===== src/rtl/led7seg_scan.sv =====
// -----------------------------------------------------------------------------
// led7seg_scan
//
// Multiplexed NDIG-digit hexadecimal 7-segment display driver. A value
// register holds one nibble per digit. A prescaler steps a digit index so
// that each digit is lit for PRESCALE clock cycles. The selected nibble is
// decoded onto a shared, active-high segment bus next to a one-hot digit
// enable. Leading zeros can optionally be blanked. A one-cycle frame strobe
// marks the start of every scan.
//
// Parameters
//   NDIG      number of digits, 1..8
//   PRESCALE  clock cycles each digit stays lit, >= 1
//
// Ports
//   clk       in   clock, rising edge
//   rst       in   synchronous, active-high reset
//   load      in   capture din into the value register
//   din       in   [4*NDIG] nibble i is digit i, digit 0 is rightmost
//   blank_lz  in   enable leading-zero blanking (sampled every cycle)
//   seg       out  [7] segments {A,B,C,D,E,F,G}, active-high, registered
//   an        out  [NDIG] one-hot digit enable, active-high, registered
//   frame     out  one-cycle pulse on the first output of each new scan
//   dp_in     in   [NDIG] per-digit decimal points     (LED7SEG_SCAN_DP_EN)
//   dp        out  decimal point of the lit digit       (LED7SEG_SCAN_DP_EN)
//
// Configuration
//   LED7SEG_SCAN_DP_EN  when defined, adds the decimal-point ports and logic.
//                       When undefined, neither port nor any dp logic exists.
// -----------------------------------------------------------------------------
module led7seg_scan #(
   parameter int NDIG     = 4,
   parameter int PRESCALE = 1000
) (
   input  logic              clk,
   input  logic              rst,
   input  logic              load,
   input  logic [4*NDIG-1:0] din,
   input  logic              blank_lz,
   output logic [6:0]        seg,
   output logic [NDIG-1:0]   an,
   output logic              frame
`ifdef LED7SEG_SCAN_DP_EN
   ,
   input  logic [NDIG-1:0]   dp_in,
   output logic              dp
`endif
);

   // Counter widths are kept at least one bit so NDIG=1 and PRESCALE=1
   // still produce legal vectors.
   localparam int IDX_W = (NDIG > 1) ? $clog2(NDIG) : 1;
   localparam int PRE_W = (PRESCALE > 1) ? $clog2(PRESCALE) : 1;

   localparam logic [IDX_W-1:0] IDX_LAST = IDX_W'(NDIG - 1);
   localparam logic [PRE_W-1:0] PRE_LAST = PRE_W'(PRESCALE - 1);
   localparam logic [IDX_W-1:0] IDX_ONE  = IDX_W'(1);
   localparam logic [PRE_W-1:0] PRE_ONE  = PRE_W'(1);

   // --------------------------------------------------------------------------
   // Hex to 7-segment decode, segments ordered {A,B,C,D,E,F,G}.
   // --------------------------------------------------------------------------
   function automatic logic [6:0] hex_to_seg(input logic [3:0] nib);
      logic [6:0] s;
      case (nib)
         4'h0:    s = 7'h7E;
         4'h1:    s = 7'h30;
         4'h2:    s = 7'h6D;
         4'h3:    s = 7'h79;
         4'h4:    s = 7'h33;
         4'h5:    s = 7'h5B;
         4'h6:    s = 7'h5F;
         4'h7:    s = 7'h70;
         4'h8:    s = 7'h7F;
         4'h9:    s = 7'h7B;
         4'hA:    s = 7'h77;
         4'hB:    s = 7'h1F;
         4'hC:    s = 7'h4E;
         4'hD:    s = 7'h3D;
         4'hE:    s = 7'h4F;
         default: s = 7'h47;
      endcase
      return s;
   endfunction

   // --------------------------------------------------------------------------
   // State
   // --------------------------------------------------------------------------
   logic [4*NDIG-1:0] val_q,   val_d;
   logic [PRE_W-1:0]  presc_q, presc_d;
   logic [IDX_W-1:0]  idx_q,   idx_d;
   logic              wrap_q,  wrap_d;   // this edge wrapped idx back to 0
   logic [6:0]        seg_q,   seg_d;
   logic [NDIG-1:0]   an_q,    an_d;
   logic              frame_q, frame_d;
`ifdef LED7SEG_SCAN_DP_EN
   logic              dp_q,    dp_d;
`endif

   // Combinational helpers
   logic              presc_tick;        // prescaler at its terminal count
   logic [NDIG-1:0]   upper_zero;        // nibbles NDIG-1..i are all zero
   logic [3:0]        cur_nib;           // nibble of the selected digit
   logic              cur_upper_zero;    // upper_zero of the selected digit
   logic              cur_blank;         // selected digit is blanked

   // --------------------------------------------------------------------------
   // Value register, prescaler and digit index next-state.
   // A load never touches the scan position, so a load and a wrap on the
   // same edge both take effect.
   // --------------------------------------------------------------------------
   always_comb begin : scan_next
      val_d      = load ? din : val_q;

      presc_tick = (presc_q == PRE_LAST);
      wrap_d     = presc_tick && (idx_q == IDX_LAST);

      presc_d    = presc_tick ? '0 : presc_q + PRE_ONE;

      if (!presc_tick) begin
         idx_d = idx_q;
      end else if (wrap_d) begin
         idx_d = '0;
      end else begin
         idx_d = idx_q + IDX_ONE;
      end
   end

   // --------------------------------------------------------------------------
   // Leading-zero map: walk from the most significant nibble downwards and
   // record, for every position, whether everything above and including it
   // is zero.
   // --------------------------------------------------------------------------
   always_comb begin : lz_map
      logic all_zero;
      // NOTE: blocking assignments in combinational logic let all_zero act
      // as a running value through the loop; every output gets a default
      // first so no latch can be inferred.
      upper_zero = '0;
      all_zero   = 1'b1;
      for (int i = NDIG - 1; i >= 0; i--) begin
         all_zero      = all_zero && (val_q[4*i +: 4] == 4'h0);
         upper_zero[i] = all_zero;
      end
   end

   // --------------------------------------------------------------------------
   // Digit selection. A compare loop is used instead of a variable part-select
   // so that index values above NDIG-1 (non power-of-two NDIG) select nothing
   // rather than reading past the vector.
   // --------------------------------------------------------------------------
   always_comb begin : digit_select
      cur_nib        = 4'h0;
      cur_upper_zero = 1'b0;
      an_d           = '0;
      for (int i = 0; i < NDIG; i++) begin
         if (idx_q == IDX_W'(i)) begin
            cur_nib        = val_q[4*i +: 4];
            cur_upper_zero = upper_zero[i];
            an_d[i]        = 1'b1;
         end
      end
   end

   // --------------------------------------------------------------------------
   // Output next-state. Digit 0 is never blanked so a zero value still shows
   // a single '0'. The digit enable stays on for a blanked digit; only its
   // segments are dark.
   // --------------------------------------------------------------------------
   always_comb begin : output_next
      cur_blank = blank_lz && (idx_q != '0) && cur_upper_zero;
      seg_d     = cur_blank ? 7'h00 : hex_to_seg(cur_nib);
      // frame is delayed one edge behind the wrap so it lines up with the
      // first output of digit 0.
      frame_d   = wrap_q;
   end

`ifdef LED7SEG_SCAN_DP_EN
   always_comb begin : dp_next
      dp_d = 1'b0;
      for (int i = 0; i < NDIG; i++) begin
         if (idx_q == IDX_W'(i)) begin
            dp_d = dp_in[i];
         end
      end
      if (cur_blank) begin
         dp_d = 1'b0;
      end
   end
`endif

   // --------------------------------------------------------------------------
   // Registers. Reset is synchronous and wins over load.
   // --------------------------------------------------------------------------
   always_ff @(posedge clk) begin : regs
      // NOTE: sequential state uses non-blocking assignments so every
      // register samples pre-edge values regardless of statement order.
      if (rst) begin
         val_q   <= '0;
         presc_q <= '0;
         idx_q   <= '0;
         wrap_q  <= 1'b0;
         seg_q   <= 7'h00;
         an_q    <= '0;
         frame_q <= 1'b0;
      end else begin
         val_q   <= val_d;
         presc_q <= presc_d;
         idx_q   <= idx_d;
         wrap_q  <= wrap_d;
         seg_q   <= seg_d;
         an_q    <= an_d;
         frame_q <= frame_d;
      end
   end

`ifdef LED7SEG_SCAN_DP_EN
   always_ff @(posedge clk) begin : dp_reg
      if (rst) begin
         dp_q <= 1'b0;
      end else begin
         dp_q <= dp_d;
      end
   end

   assign dp = dp_q;
`endif

   assign seg   = seg_q;
   assign an    = an_q;
   assign frame = frame_q;

endmodule


===== config.mk =====
export PLATFORM = sky130hd
export DESIGN_NAME = led7seg_scan
export DESIGN_NICKNAME = d
export VERILOG_FILES = /design/src/rtl/led7seg_scan.sv
export SDC_FILE = /design/constraint.sdc
export NUM_CORES = 1
export LEC_CHECK = 0
export BUFFER_PORTS_ARGS = -buffer_cell sky130_fd_sc_hd__buf_2
export CAP_MARGIN = 20
export CORE_ASPECT_RATIO = 2
export CORE_MARGIN = 3
export CORE_UTILIZATION = 60
export CTS_BUF_LIST = sky130_fd_sc_hd__clkbuf_8
export DETAILED_ROUTE_END_ITERATION = 6
export PLACE_DENSITY_LB_ADDON = 0.12
export SYNTH_ARGS = -nofsm -noshare
export SYNTH_HDL_FRONTEND = slang
export SYNTH_SLANG_ARGS = --single-unit
export TNS_END_PERCENT = 20

===== constraint.sdc =====
create_clock -name clk -period 3.65 [get_ports clk]
set_input_delay 0 -clock clk [delete_from_list [all_inputs] [get_ports clk]]
set_output_delay 0 -clock clk [all_outputs]
set_load 0.02 [all_outputs]

# Word level (Yosys, flattened, before mapping)
# Memories as Yosys holds them, arrays and structs flattened. A register that Yosys moved wholly into a read port is not among the register bits.
# Cells that the tools add are included.
# totals
mem_count	1
rom_bits	112
wordCells	40
output_inout_bits	12
inputBits	20
register_bits	34
# memory_table
name	depth	width	read_ports	rd_ports_with_merged_regs	write_ports	line_no	text
(name not given)	16	7	1	1	0	65	case (nib)
# op_classes
eq_ne	4
reduce_logical	14
mux	13
addsub	2
# op_table
operator	n
4-bit logical NOT	4
4-bit 2-to-1 mux	4
10-bit by 1-bit adder with 10-bit output (second input constant)	1
10-bit equality test (second input constant)	1
1-bit 2-to-1 mux	8
1-bit logical AND	6
2-bit equality test (second input constant)	2
2-bit OR reduction	2
2-bit by 1-bit adder with 2-bit output (second input constant)	1
2-bit by 1-bit equality test with 1-bit output (second input constant)	1
2-bit logical NOT	1
2-bit 2-to-1 mux	1
2-bit nonzero test	1

# Depth between registers and ports, before layout
# depth
depth_word	10
mapped_depth	11
mapped_depth_nobuf	10

# Least setup slack after synthesis
# Ideal clock, no wire load.
# synth_timing
path_type	register -> register
from	register idx_q[0]
to	register seg_q[6], in the netlist seg[6]
synth_period_minus_slack_ns	2.001
n_path_buf	0
path_stages_with_launch	11
path_slack_ns	1.649
required_time_ns	3.526
t_arrival_ns	1.877
setup_ns	0.124
path_cell_list	dfxtp_1 -> inv_1 -> ha_1 -> nor2_2 -> o211ai_1 -> o311a_1 -> inv_1 -> ha_1 -> nor3_1 -> a311oi_1 -> nor2_1
# synth_between
elab_chain_cells	7
elab_cells_between_ends	16
classes_between	3 x eq/ne; 8 x mux; 5 x reduce/logical
# synth_rtl
item	line_no	text
from (decl)	91	logic [IDX_W-1:0] idx_q, idx_d;
from (signal assigned)	209	idx_q <= idx_d;
2-bit logical NOT	157	if (idx_q == IDX_W'(i)) begin
1-bit 2-to-1 mux (4 in series)	157	
1-bit logical AND	171	cur_blank = blank_lz && (idx_q != '0) && cur_upper_zero;
2-bit OR reduction (no line)	--	
to (decl)	93	logic [6:0] seg_q, seg_d;
# Parallel ways exist; a longest one is shown, timed or not.
# A chain may end at the register's enable or synchronous reset.

# Worst setup path after layout
# layout_timing
from	register idx_q[0]
to	register seg_q[3], in the netlist seg[3]
# The elaborated chain is that of the path after synthesis.

==> flow_summary.ini <==
[outcome]
status = completed

[sta]
final_hold_viol_count = 0
finalSetupTns_ns = 0
fin_skew_ns = 0.001901
period_share = 0.6471
rsz0062_at_grt = false
setup_viol = 0
maxSlewViolCount = 0
fin_hold_ws_ns = 0.1462
fmax_mhz = 423.4
fin_crit_ns = 2.362
timing.slew.headroom = 0.6389
tightest_slew_ns = 0.5405

[die]
die_width_um = 46.16
core_area_um2 = 3013
die_area_um2 = 3985
io_pins = 32
initial_core_util = 0.6424
chipHeight_um = 86.33
core.rowCount = 28

[clocking]
htreeDepth = 2
clkSinkCount = 41
root_buffer = clkbuf_8
cts_hold_buf = 16
cts_buffers = 5
clockBufferDepth = 2
cts.repair.resized = 0
insertion_delay_ns = 0.28
cts_setup_buffers = 0
clk_pin_slew_ns = 0.07
cts_tree = yes

[synth]
synth_area_um2 = 1936
yosys_warnings = 0
synthCells = 201
ys_seq_area_frac = 0.4240
synth-edff-count = 0
synth_ff_type = dfxtp_1
async_reset_ff_frac = 0
yosys_register_bits = 41
yosys.cell_types.count = 44
synth.avg_cell_area_um2 = 9.630
synth_nets = 233

[place]
dp.cells = 253
dp_hpwl_um = 3048
port_buffers = 31
place.gp.congestion = 0.8630
dpl-instance-area_um2 = 2078

[routing]
drc = 0
first_pass_iters = 4
drt_iter0_markers = 37
wire_per_inst_um = 15.14
num_vias = 1603
ant_nets = 0
via_per_inst = 5.787
finalWirelength_um = 4194

[global_routing]
antenna_found_initial = 0
grt_pass1_wl_um = 7203
grt_pass1_vias = 1703
grt_usage = 0.2389
grt_max_degree = 28
grt-ovfl-total = 0

[worst_setup_path]
worst-path-stages = 9
r2r_cells = 9
critPathKind = reg2reg
path_max_fanout = 13
cp_common_cell = ha_1
slowest_stage = ha_1
cp_num_buf_inv = 1
required_ns = 3.87
rr_endpoint = seg[3]
arrival_ns = 2.59
r2r_start = idx_q[0]
critPathTopFamily = adder cells
startpoint_type = flop
cp_slowest_stage_delay_ns = 0.48
path_cells = ha_1 -> nor2_2 -> o211ai_1 -> o311a_1 -> inv_1 -> ha_1 -> a21oi_1 -> a32oi_1 -> nor2_1
setup.worst_path.end_class = flop
r2r_setup_slack_ns = 1.29

[worst_hold_path]
whs_path_depth = 2
worstHoldEndpoint = val_q[7]
min-delay-path-class = in2reg
min_from = rst

[power_and_ir_drop]
leakagePower_nw = 1.018
power.density_nw_per_um2 = 389.9
max-vdd-ir-drop_uv = 392.5

[layout]
diodes = 0
design_area_um2 = 2340
syn2layout_area_growth_pct = 20.88
drive_gt1_frac = 0.2024
layout.cells.non_filler = 277
nets = 278
final_util = 0.7766

[job]
cap_violations = 0
==> how the worst max path moves through the flow <==
| stage | slack (ns) | to | from |
|---|---|---|---|
| after floorplan | 1.65 | seg[6] | idx_q[0] |
| after global placement | 1.48 | seg[3] | idx_q[0] |
| after detailed placement | 1.33 | seg[3] | idx_q[0] |
| after CTS | 1.30 | seg[3] | idx_q[0] |
| after global routing | 1.05 | seg[3] | idx_q[0] |
| final | 1.29 | seg[3] | idx_q[0] |
==> layer usage <==
layer,GRT usage,wire [um]
met5,0,0
met4,0.1062,92
met3,0.04990,139
met2,0.4384,2464
met1,0.2372,1498
==> cell usage after synthesis (3+ instances only) <==
cell type  count  area, um2
xor2_1         3      26.28
o21ai_0        3      15.01
nor2b_1        7      43.79
nand2_1       11      41.29
nor3b_1        4      30.03
mux2i_1       18      180.2
a21oi_1        4      20.02
clkbuf_1       6      22.52
dfxtp_1       41      820.8
a221oi_1       3      26.28
nor4_1         3      18.77
ha_1          12      150.1
nand3_1        3      15.01
inv_1          9      33.78
nor2_1        34      127.6
nand3b_1       3      22.52
xnor2_1        4      35.03
==> power breakdown <==
group | leakage (nW) | internal, mW | switching (mW)
registers | 0.337 | 0.469 | 0.0130
logic | 0.627 | 0.0563 | 0.0607
clock network | 0.0542 | 0.171 | 0.143
==> flip-flops by register name (all words and copies together) (netlist names) <==
register and flops:
presc_q 10, seg 7, frame_d 1, val_q 16
frame 1, an 4, idx_q 2
==> per-stage QoR <==
| stage | total power [mW] | setup WS (ns) |
|---|---|---|
| after detailed placement | 0.5943 | 1.328 |
| after CTS | 0.9187 | 1.304 |
| after floorplan | 0.5621 | 1.649 |
| final | 0.9122 | 1.288 |
| after global placement | 0.5892 | 1.484 |
| after global routing | 0.9566 | 1.053 |
==> cell type report <==
class                           instances  area, um2
Multi-Input combinational cell        141       1027
Clock inverter                          1      5.005
Fill cell                             207      673.1
Clock buffer                            7      96.34
Tap cell                               30      37.54
Sequential cell                        41      820.8
Timing Repair Buffer                   47      315.3
Inverter                               10      37.54
==> cell usage in the layout, fill, tap and decap left out, types with 2 or more instances in the layout <==
cell type / n
or3_1: 2
and3_1: 2
nand3b_1: 3
mux2i_1: 18
clkbuf_8: 7
nand2b_1: 2
nor2b_1: 7
nand4_1: 2
xnor2_1: 4
nor2_1: 34
buf_2: 31
inv_1: 9
nand2_1: 11
xor2_1: 3
nor3_1: 2
o21ai_0: 3
ha_1: 12
nor3b_1: 4
dfxtp_1: 41
nand3_1: 3
a21oi_1: 4
a221oi_1: 3
dlygate4sd3_1: 16
nor4_1: 3
==> cells by family (layout without fill, tap and decap cells) <==
family	count (synthesis)	after routing	synth area share
compound gates	23	23	0.1138
xor+xnor	7	7	0.03167
fa+ha+maj	12	12	0.07757
buf+inv	19	65	0.04524
flops	41	41	0.4240
mux	19	19	0.09890
simple gates	80	80	0.2088
No activity file was read; power rests on OpenSTA's default activity.
